[config.mk]
export PLATFORM = sky130hd
export DESIGN_NAME = spi_master_mc
export DESIGN_NICKNAME = d
export VERILOG_FILES = /design/src/rtl/spi_master_mc.sv
export SDC_FILE = /design/constraint.sdc
export NUM_CORES = 1
export LEC_CHECK = 0
export BUFFER_PORTS_ARGS = -buffer_cell sky130_fd_sc_hd__clkbuf_2
export CAP_MARGIN = 20
export CORE_MARGIN = 2
export CORE_UTILIZATION = 30
export CTS_CLUSTER_SIZE = 20
export DETAILED_ROUTE_END_ITERATION = 7
export PLACE_DENSITY = 0.52
export SETUP_SLACK_MARGIN = 0.5
export SLEW_MARGIN = 30
export SYNTH_ARGS = -nofsm -noshare
export SYNTH_HDL_FRONTEND = slang
export SYNTH_SLANG_ARGS = --single-unit
[constraint.sdc]
create_clock -name clk -period 1.9 [get_ports clk]
set_clock_uncertainty 0.2 [all_clocks]
set_input_delay 0.38 -clock clk [delete_from_list [all_inputs] [get_ports clk]]
set_output_delay 0.38 -clock clk [all_outputs]
set_load 0.01 [all_outputs]
[src/rtl/spi_master_mc.sv]
// spi_master_mc -- full-duplex SPI master, parameterised word width and CS count.
//
// Runtime CPOL/CPHA, bit order and SCK divider. Words move over a valid/ready
// handshake. A word with tx_last=0 keeps CS low so the next word continues the
// same burst. Config (cpol, cpha, lsb_first, clk_div, cs_sel) is captured on
// the first word of a burst and held until the burst ends.
//
// Optional build macro: SPI_MASTER_MC_LOOPBACK_EN adds a 'loopback' input.
// With loopback=1 the receive path samples the internal mosi instead of miso.
//
// Ports:
//   clk, rst          system clock, synchronous active-high reset
//   cpol, cpha        SCK idle level / sample on trailing edge when 1
//   lsb_first         shift LSB first when 1
//   clk_div           SCK half-period = clk_div+1 clk cycles
//   cs_sel            target slave index (out of range: no CS asserted)
//   tx_data/last/valid, tx_ready   word input handshake
//   rx_data, rx_valid received word, one-cycle strobe
//   busy              high whenever not IDLE
//   sck, cs_n, mosi, miso   SPI pins
//   loopback          (macro only) rx samples mosi instead of miso
module spi_master_mc #(
  parameter int DATA_W = 8,
  parameter int NUM_CS = 4,
  parameter int DIV_W  = 16,
  localparam int CS_W  = (NUM_CS > 1) ? $clog2(NUM_CS) : 1
) (
  input  logic              clk,
  input  logic              rst,
  input  logic              cpol,
  input  logic              cpha,
  input  logic              lsb_first,
  input  logic [DIV_W-1:0]  clk_div,
  input  logic [CS_W-1:0]   cs_sel,
  input  logic [DATA_W-1:0] tx_data,
  input  logic              tx_last,
  input  logic              tx_valid,
  output logic              tx_ready,
  output logic [DATA_W-1:0] rx_data,
  output logic              rx_valid,
  output logic              busy,
  output logic              sck,
  output logic [NUM_CS-1:0] cs_n,
  output logic              mosi,
`ifdef SPI_MASTER_MC_LOOPBACK_EN
  input  logic              loopback,
`endif
  input  logic              miso
);

  localparam int EC_W = $clog2(2 * DATA_W);

  typedef enum logic [2:0] {IDLE, SETUP, SHIFT, HOLD, WAIT, GAP} state_t;
  state_t state_q, state_d;

  logic [DIV_W-1:0]  cnt_q, div_q;
  logic [EC_W-1:0]   ecnt_q;
  logic [DATA_W-1:0] tx_sh_q, rx_sh_q, rx_nxt;
  logic              cpol_q, cpha_q, lsb_q, last_q, rdy_en_q;
  logic              sck_q, mosi_q, rx_valid_q;
  logic [DATA_W-1:0] rx_data_q;
  logic [NUM_CS-1:0] cs_n_q, cs_dec;
  logic              tick, hs, lead, fin, shift_tick, smp, drv, rx_in;
  logic              eff_cpha, eff_lsb;

  function automatic logic first_bit(input logic [DATA_W-1:0] v, input logic lsb);
    return lsb ? v[0] : v[DATA_W-1];
  endfunction

  function automatic logic [DATA_W-1:0] adv(input logic [DATA_W-1:0] v, input logic lsb);
    return lsb ? (v >> 1) : (v << 1);
  endfunction

  assign tick       = (cnt_q == div_q);
  assign tx_ready   = rdy_en_q & ((state_q == IDLE) | (state_q == WAIT));
  assign hs         = tx_valid & tx_ready;
  // ecnt counts completed SHIFT ticks; the edge about to happen is ecnt+1,
  // so odd-numbered (leading) edges occur while ecnt is even.
  assign lead       = ~ecnt_q[0];
  assign fin        = (ecnt_q == EC_W'(2 * DATA_W - 1));
  assign shift_tick = (state_q == SHIFT) & tick;
  assign smp        = shift_tick & (cpha_q ? ~lead : lead);
  // cpha=0 presents bit 0 at SETUP entry, so only non-final trailing edges
  // advance; cpha=1 drives every bit on its leading edge.
  assign drv        = shift_tick & (cpha_q ? lead : (~lead & ~fin));
  // A new burst takes config from the pins; a burst continuation reuses latched config.
  assign eff_cpha   = (state_q == IDLE) ? cpha : cpha_q;
  assign eff_lsb    = (state_q == IDLE) ? lsb_first : lsb_q;

`ifdef SPI_MASTER_MC_LOOPBACK_EN
  assign rx_in = loopback ? mosi_q : miso;
`else
  assign rx_in = miso;
`endif

  always_comb begin
    rx_nxt = rx_sh_q;
    if (smp)
      rx_nxt = lsb_q ? {rx_in, rx_sh_q[DATA_W-1:1]} : {rx_sh_q[DATA_W-2:0], rx_in};
  end

  always_comb begin
    cs_dec = '0;
    for (int i = 0; i < NUM_CS; i++)
      if (cs_sel == CS_W'(i)) cs_dec[i] = 1'b1;
  end

  always_ff @(posedge clk) begin
    if (rst) state_q <= IDLE;
    else     state_q <= state_d;
  end

  always_comb begin
    state_d = state_q;
    unique case (state_q)
      IDLE:  if (hs) state_d = SETUP;
      SETUP: if (tick) state_d = SHIFT;
      SHIFT: if (tick && fin) state_d = HOLD;
      HOLD:  if (tick) state_d = last_q ? GAP : WAIT;
      WAIT:  if (hs) state_d = SETUP;
      GAP:   if (tick) state_d = IDLE;
      default: state_d = IDLE;
    endcase
  end

  always_ff @(posedge clk) begin
    if (rst) begin
      cnt_q      <= '0;
      div_q      <= '0;
      ecnt_q     <= '0;
      tx_sh_q    <= '0;
      rx_sh_q    <= '0;
      cpol_q     <= 1'b0;
      cpha_q     <= 1'b0;
      lsb_q      <= 1'b0;
      last_q     <= 1'b0;
      rdy_en_q   <= 1'b0;
      sck_q      <= cpol;
      mosi_q     <= 1'b0;
      cs_n_q     <= '1;
      rx_data_q  <= '0;
      rx_valid_q <= 1'b0;
    end else begin
      rdy_en_q   <= 1'b1;
      rx_valid_q <= 1'b0;

      if ((state_q == IDLE) || (state_q == WAIT) || tick) cnt_q <= '0;
      else                                                 cnt_q <= cnt_q + DIV_W'(1);

      if (state_q != SHIFT) ecnt_q <= '0;
      else if (tick)        ecnt_q <= ecnt_q + EC_W'(1);

      if (hs) begin
        if (state_q == IDLE) begin
          cpol_q <= cpol;
          cpha_q <= cpha;
          lsb_q  <= lsb_first;
          div_q  <= clk_div;
          cs_n_q <= ~cs_dec;
        end
        last_q  <= tx_last;
        rx_sh_q <= '0;
        if (eff_cpha) begin
          tx_sh_q <= tx_data;
        end else begin
          mosi_q  <= first_bit(tx_data, eff_lsb);
          tx_sh_q <= adv(tx_data, eff_lsb);
        end
      end else begin
        rx_sh_q <= rx_nxt;
        if (drv) begin
          mosi_q  <= first_bit(tx_sh_q, lsb_q);
          tx_sh_q <= adv(tx_sh_q, lsb_q);
        end
      end

      // The final edge can itself be a sample edge (cpha=1), so publish rx_nxt.
      if (shift_tick && fin) begin
        rx_data_q  <= rx_nxt;
        rx_valid_q <= 1'b1;
      end

      unique case (state_q)
        IDLE:    sck_q <= cpol;
        SHIFT:   if (tick) sck_q <= ~sck_q;
        default: sck_q <= cpol_q;
      endcase

      if ((state_q == HOLD) && tick && last_q) cs_n_q <= '1;
    end
  end

  assign busy     = (state_q != IDLE);
  assign sck      = sck_q;
  assign mosi     = mosi_q;
  assign cs_n     = cs_n_q;
  assign rx_data  = rx_data_q;
  assign rx_valid = rx_valid_q;

endmodule

======== Word level (Yosys, flattened, before mapping) ========
Index checks and enable logic that the tools add are counted.
W data, S select, Z words.
word-level totals
  bits in registers ....................... 75
  output and inout bits ................... 17
  word-level logic and storage cells ...... 97
cells by class
  add/sub/neg operators ................... 2
  equality and inequality tests ........... 18
  mux-type cells .......................... 32
  bitwise logic cells ..................... 11
  reductions and logical operators ........ 18
operator list
  cell                     count
  $mux W8                  7
  $mux W1                  18
  $add A16 B1 Y16 const B  1
  $eq A16 B16 Y1           1
  $mux W3                  5
  $pmux W3 S5              1
  $reduce_or A2 Y1         5
  $ne A2 B2 Y1 const B     4
  $and A1 B1 Y1            6
  $eq A3 B2 Y1 const B     2
  $eq A3 B3 Y1 const B     2
  $reduce_and A5 Y1        1
  $add A4 B1 Y4 const B    1
  $eq A2 B2 Y1 const B     2
  $eq A4 B4 Y1 const B     1
  $logic_and A1 B1 Y1      4
  $ne A2 B1 Y1 const B     2
  $not A4 Y4               1
  $reduce_and A2 Y1        2
  $eq A3 B1 Y1 const B     1
  $logic_not A3 Y1         1
  $ne A3 B2 Y1 const B     1
  $ne A3 B3 Y1 const B     1
  $not A1 Y1               3
  other kinds (7)          8

======== Logic depth before layout (Yosys ltp) ========
  depth in word-level cells ............... 7
  mapped depth ............................ 8
  gate-level depth less buffers ........... 6

======== Least setup slack after synthesis ========
Ideal clock, no wire load.
  kind .................................... reg-to-reg
  from .................................... reg ecnt_q[0]
  to ...................................... reg tx_sh_q[7]
  setup time .............................. 74 ps
  arrival time ............................ 1683 ps
  data required time ...................... 1626 ps
  path slack .............................. -57 ps
  stages on the path, launching flop included .. 8
  path buffers ............................ 1
  path through ............................ dfxtp_1 ha_1 and3_1 clkbuf_1 o21ai_0 nand2_1 or4_1 a31oi_1
between the ends
  longest elaborated chain between the ends .. 6
  elaborated cells on any way between the ends .. 7
  classes of those cells .................. 1 x eq/ne; 1 x mux; 4 x bitwise; 1 x reduce/logical
ends and longest elaborated chain
  item                                     line  source
  from (decl)                              57    logic [EC_W-1:0] ecnt_q;
  from (signal assigned)                   151   else if (tick) ecnt_q <= ecnt_q + EC_W'(1);
  $eq A4 B4 Y1                             80    assign fin = (ecnt_q == EC_W'(2 * DATA_W - 1));
  $not A1 Y1                               85    assign drv = shift_tick & (cpha_q ? lead : (~lead & ~fin));
  $and A1 B1 Y1                            85
  $mux W1 (*)                              85
  $and A1 B1 Y1 (*)                        85
  $reduce_bool A2 Y1 (no source line) (*)  -
  to (signal assigned)                     164   tx_sh_q <= tx_data;
  to (signal assigned)                     167   tx_sh_q <= adv(tx_data, eff_lsb);
  to (signal assigned)                     173   tx_sh_q <= adv(tx_sh_q, lsb_q);
  to (decl)                                58    logic [DATA_W-1:0] tx_sh_q, rx_sh_q, rx_nxt;
Every way passes the cells marked *; elsewhere a longest branch is shown, timed or not.
A chain may end at the register's enable or synchronous reset.

======== Worst setup path after layout ========
  from .................................... reg div_q[11]
  to ...................................... reg tx_sh_q[7]
between the ends
  longest elaborated chain between the ends .. 4
ends and longest elaborated chain
  item                                 line  source
  from (decl)                          56    logic [DIV_W-1:0] cnt_q, div_q;
  from (signal assigned)               158   div_q <= clk_div;
  $eq A16 B16 Y1                       74    assign tick = (cnt_q == div_q);
  $and A1 B1 Y1                        81    assign shift_tick = (state_q == SHIFT) & tick;
  $and A1 B1 Y1                        85
  $reduce_bool A2 Y1 (no source line)  -
Every way passes these cells.

==> impl_metrics.json <==
{
  "power.density_nw_per_um2": 868,
  "io_buffers": 50,
  "initial_core_util": 0.304,
  "ys_warn_count": 0,
  "post-place-cells": 718,
  "routabilityCongestion": 0.781,
  "synth_compound_area_frac": 0.183,
  "slew_headroom": 0.478,
  "netlist.area_leader.share": 0.391,
  "share_comb_of_total_power": 0.275,
  "cts_max_level": 3,
  "die_area_um2": 13500,
  "synth_xor_area_frac": 0.0740,
  "power.internal_w": 0.00351,
  "cts_buffers": 9,
  "antenna-diode-count": 0,
  "final_common_cell": "nand2_1",
  "r2r-start": "div_q[11]",
  "drt_first_pass_iters": 6,
  "design.core.area_um2": 12500,
  "gr-usage-all-layers": 0.164,
  "worst-path-max-fanout": 8,
  "synth_nets": 500,
  "dp_hpwl_mm": 7.62,
  "syn2layout_area_growth_pct": 49.7,
  "drt-initial-drc-count": 153,
  "finalPower_w": 0.00492,
  "violations": "setup timing",
  "cp_cell_sequence": "xor2_2 > nor4_4 > nand4_1 > buf_6 > or4_1 > a31oi_1",
  "crit_path_top_delay_cell": "or4_1",
  "worstPathRequired_ns": 1.96,
  "synthSimpleGateAreaFrac": 0.218,
  "whs_ns": 0.0614,
  "synth_area_um2": 3780,
  "p_clk_frac": 0.378,
  "drive_gt1_frac": 0.398,
  "synth_flop_cell": "dfxtp_1",
  "cts_hold_buf": 0,
  "ios": 51,
  "final_cells": 755,
  "globalRouteOverflowTotal": 0,
  "worstPathArrival_ns": 2.16,
  "power_leakage_nw": 2.27,
  "synthAdderAreaFrac": 0.00661,
  "synth_enable_flop_cells": 1,
  "worstSkewPairLatency_ns": 0.34,
  "p_seq_frac": 0.347,
  "layout_setup_ws_ns": -0.199,
  "final_cell_mix": "nand2_1, buf_4, dfxtp_1, clkbuf_2, a21oi_1",
  "cts_tree": "built",
  "yosysTopAreaCell": "dfxtp_1",
  "netlist_top_cells_area": "dfxtp_1, nand2_1, mux2i_1",
  "clock_sinks": 75,
  "final_core_util": 0.454,
  "postRouteAntennaNets": 0,
  "hp-class": "in -> reg",
  "synth_cell_types": 44,
  "holdPathEnd": "div_q[4]",
  "die_w_um": 116,
  "hold_viol": 0,
  "startpoint_type": "flop",
  "dpl_worst_slack_ns": -0.156,
  "path_class": "reg -> reg",
  "synth_top_family_by_area": "simple AND/OR/NAND/NOR gates",
  "async_reset_ff_frac": 0,
  "irDropWorstVdd_v": 0.000489,
  "cts.path.max_buffers": 2,
  "crit_path_max_incr_delay_ns": 0.47,
  "rr_worst_depth": 6,
  "grt_pass1_vias": 3583,
  "rsz0062_at_grt": "true",
  "die_h_um": 116,
  "drc": 0,
  "nNetsFinal": 614,
  "num_vias": 3700,
  "muxShareOfSynthArea": 0.0740,
  "wl_mm": 10.7,
  "fin_crit_sh": 1.10,
  "avgSynthCellArea_um2": 8.16,
  "tightest_slew_ns": 0.780,
  "switching_share": 0.286,
  "grt_pass1_wl_mm": 17.5,
  "syn_inst": 464,
  "clock.fmax_mhz": 476,
  "rr_endpoint": "tx_sh_q[7]",
  "outcome": "finished with violations",
  "fin_crit_ns": 2.10,
  "r2r_setup_slack_ns": -0.20,
  "clk_pin_slew_ns": 0.06,
  "synth-seq-cells": 75,
  "whs_path_depth": 3,
  "report.final.slew_viol_count": 0,
  "yosysSeqAreaShare": 0.399,
  "cts_root_buffer": "clkbuf_16",
  "vias_per_cell": 4.90,
  "drv_cap": 0,
  "min_from": "clk_div[4]",
  "grt_antenna_before_repair": 0,
  "grt_start_max_net_pins": 20,
  "rows": 41,
  "switchingPower_w": 0.00141,
  "wire_per_inst_um": 14.2,
  "worst_setup_path_end_kind": "flop",
  "setup_violations": 50
}
worst max-delay path by stage:
stage,startpoint,slack (ns),end
floorplan,ecnt_q[0],0.05,tx_sh_q[7]
global placement,div_q[11],-0.12,tx_sh_q[7]
detailed placement,div_q[11],-0.16,tx_sh_q[7]
CTS,div_q[3],-0.14,tx_sh_q[7]
global route,cnt_q[6],-0.27,tx_sh_q[7]
finish,div_q[11],-0.20,tx_sh_q[7]
worst max-delay path: cells and delay by family, from the launching register on:
family | cells | cell delay, ns
AOI/OAI and AO/OA | 1 | 0.16
xor gates and xnor gates | 1 | 0.19
buffers and inverters | 1 | 0.17
DFF | 1 | 0.33
and+or+nand+nor | 3 | 0.98
registers in the layout (all words and copies together), names as in the netlist:
signal and flops:
cnt_q 16, div_q 16, rx_data 8, rx_sh_q 8, tx_sh_q 8, cs_n 4
ecnt_q 4, state_q 3, cpha_q 1, cpol_q 1, last_q 1, lsb_q 1
mosi 1, rdy_en_q 1, rx_valid 1, sck 1
power groups by stage:
stage / clock network [W] / logic (W) / registers (W)
3_3_place_gp: 0 / 0.000948 / 0.00173
6_report: 0.00186 / 0.00135 / 0.00171
3_5_place_dp: 0 / 0.000959 / 0.00173
2_1_floorplan: 0 / 0.000636 / 0.00172
4_1_cts: 0.00190 / 0.00116 / 0.00170
5_1_grt: 0.00197 / 0.00146 / 0.00171
layer usage:
metal  vias up  share of wire  GRT usage
met5         -              0          0
met4         0          0.013     0.0460
met3        12          0.034     0.0394
met2        73           0.46      0.253
met1      1734           0.49      0.228
li1       1881              -          -
cell usage after synthesis (10+ instances only):
| master | number |
|---|---|
| a211oi_1 | 11 |
| a21oi_1 | 35 |
| a31oi_1 | 10 |
| clkbuf_1 | 20 |
| dfxtp_1 | 74 |
| mux2i_1 | 28 |
| nand2_1 | 77 |
| nand3_1 | 22 |
| nor2_1 | 28 |
| o21ai_0 | 24 |
| xor2_1 | 27 |
logic make-up after synthesis:
logic type               after synthesis
flip-flops                            75
AND/OR/NAND/NOR                      172
adder cells (fa/ha/maj)                2
buffers and inverters                 40
XOR/XNOR                              32
AO/OA/AOI/OAI                        115
multiplexers                          28
through the flow:
stage,setup TNS [ns],instance area (um^2)
finish,-5.90,5670
global placement,-1.14,4720
global route,-10.16,5670
detailed placement,-1.79,4720
floorplan,0,3970
CTS,-1.60,5350
cell type report:
class	count	area [um^2]
tap	172	215
inverter	8	30.0
clock inverter	5	75.1
multi-input combinational	350	2520
clock buffer	11	253
timing repair buffer	134	1030
sequential	75	1540
fill	1251	6800
timing repair:
action                                  in CTS  in global routing
cloned                                       1                  0
buffers inserted                             8                 12
endpoints found under the setup margin      83                 90
pin swaps                                   19                 22
resized for setup                           58                 59
(Power assumes the default switching activity.)
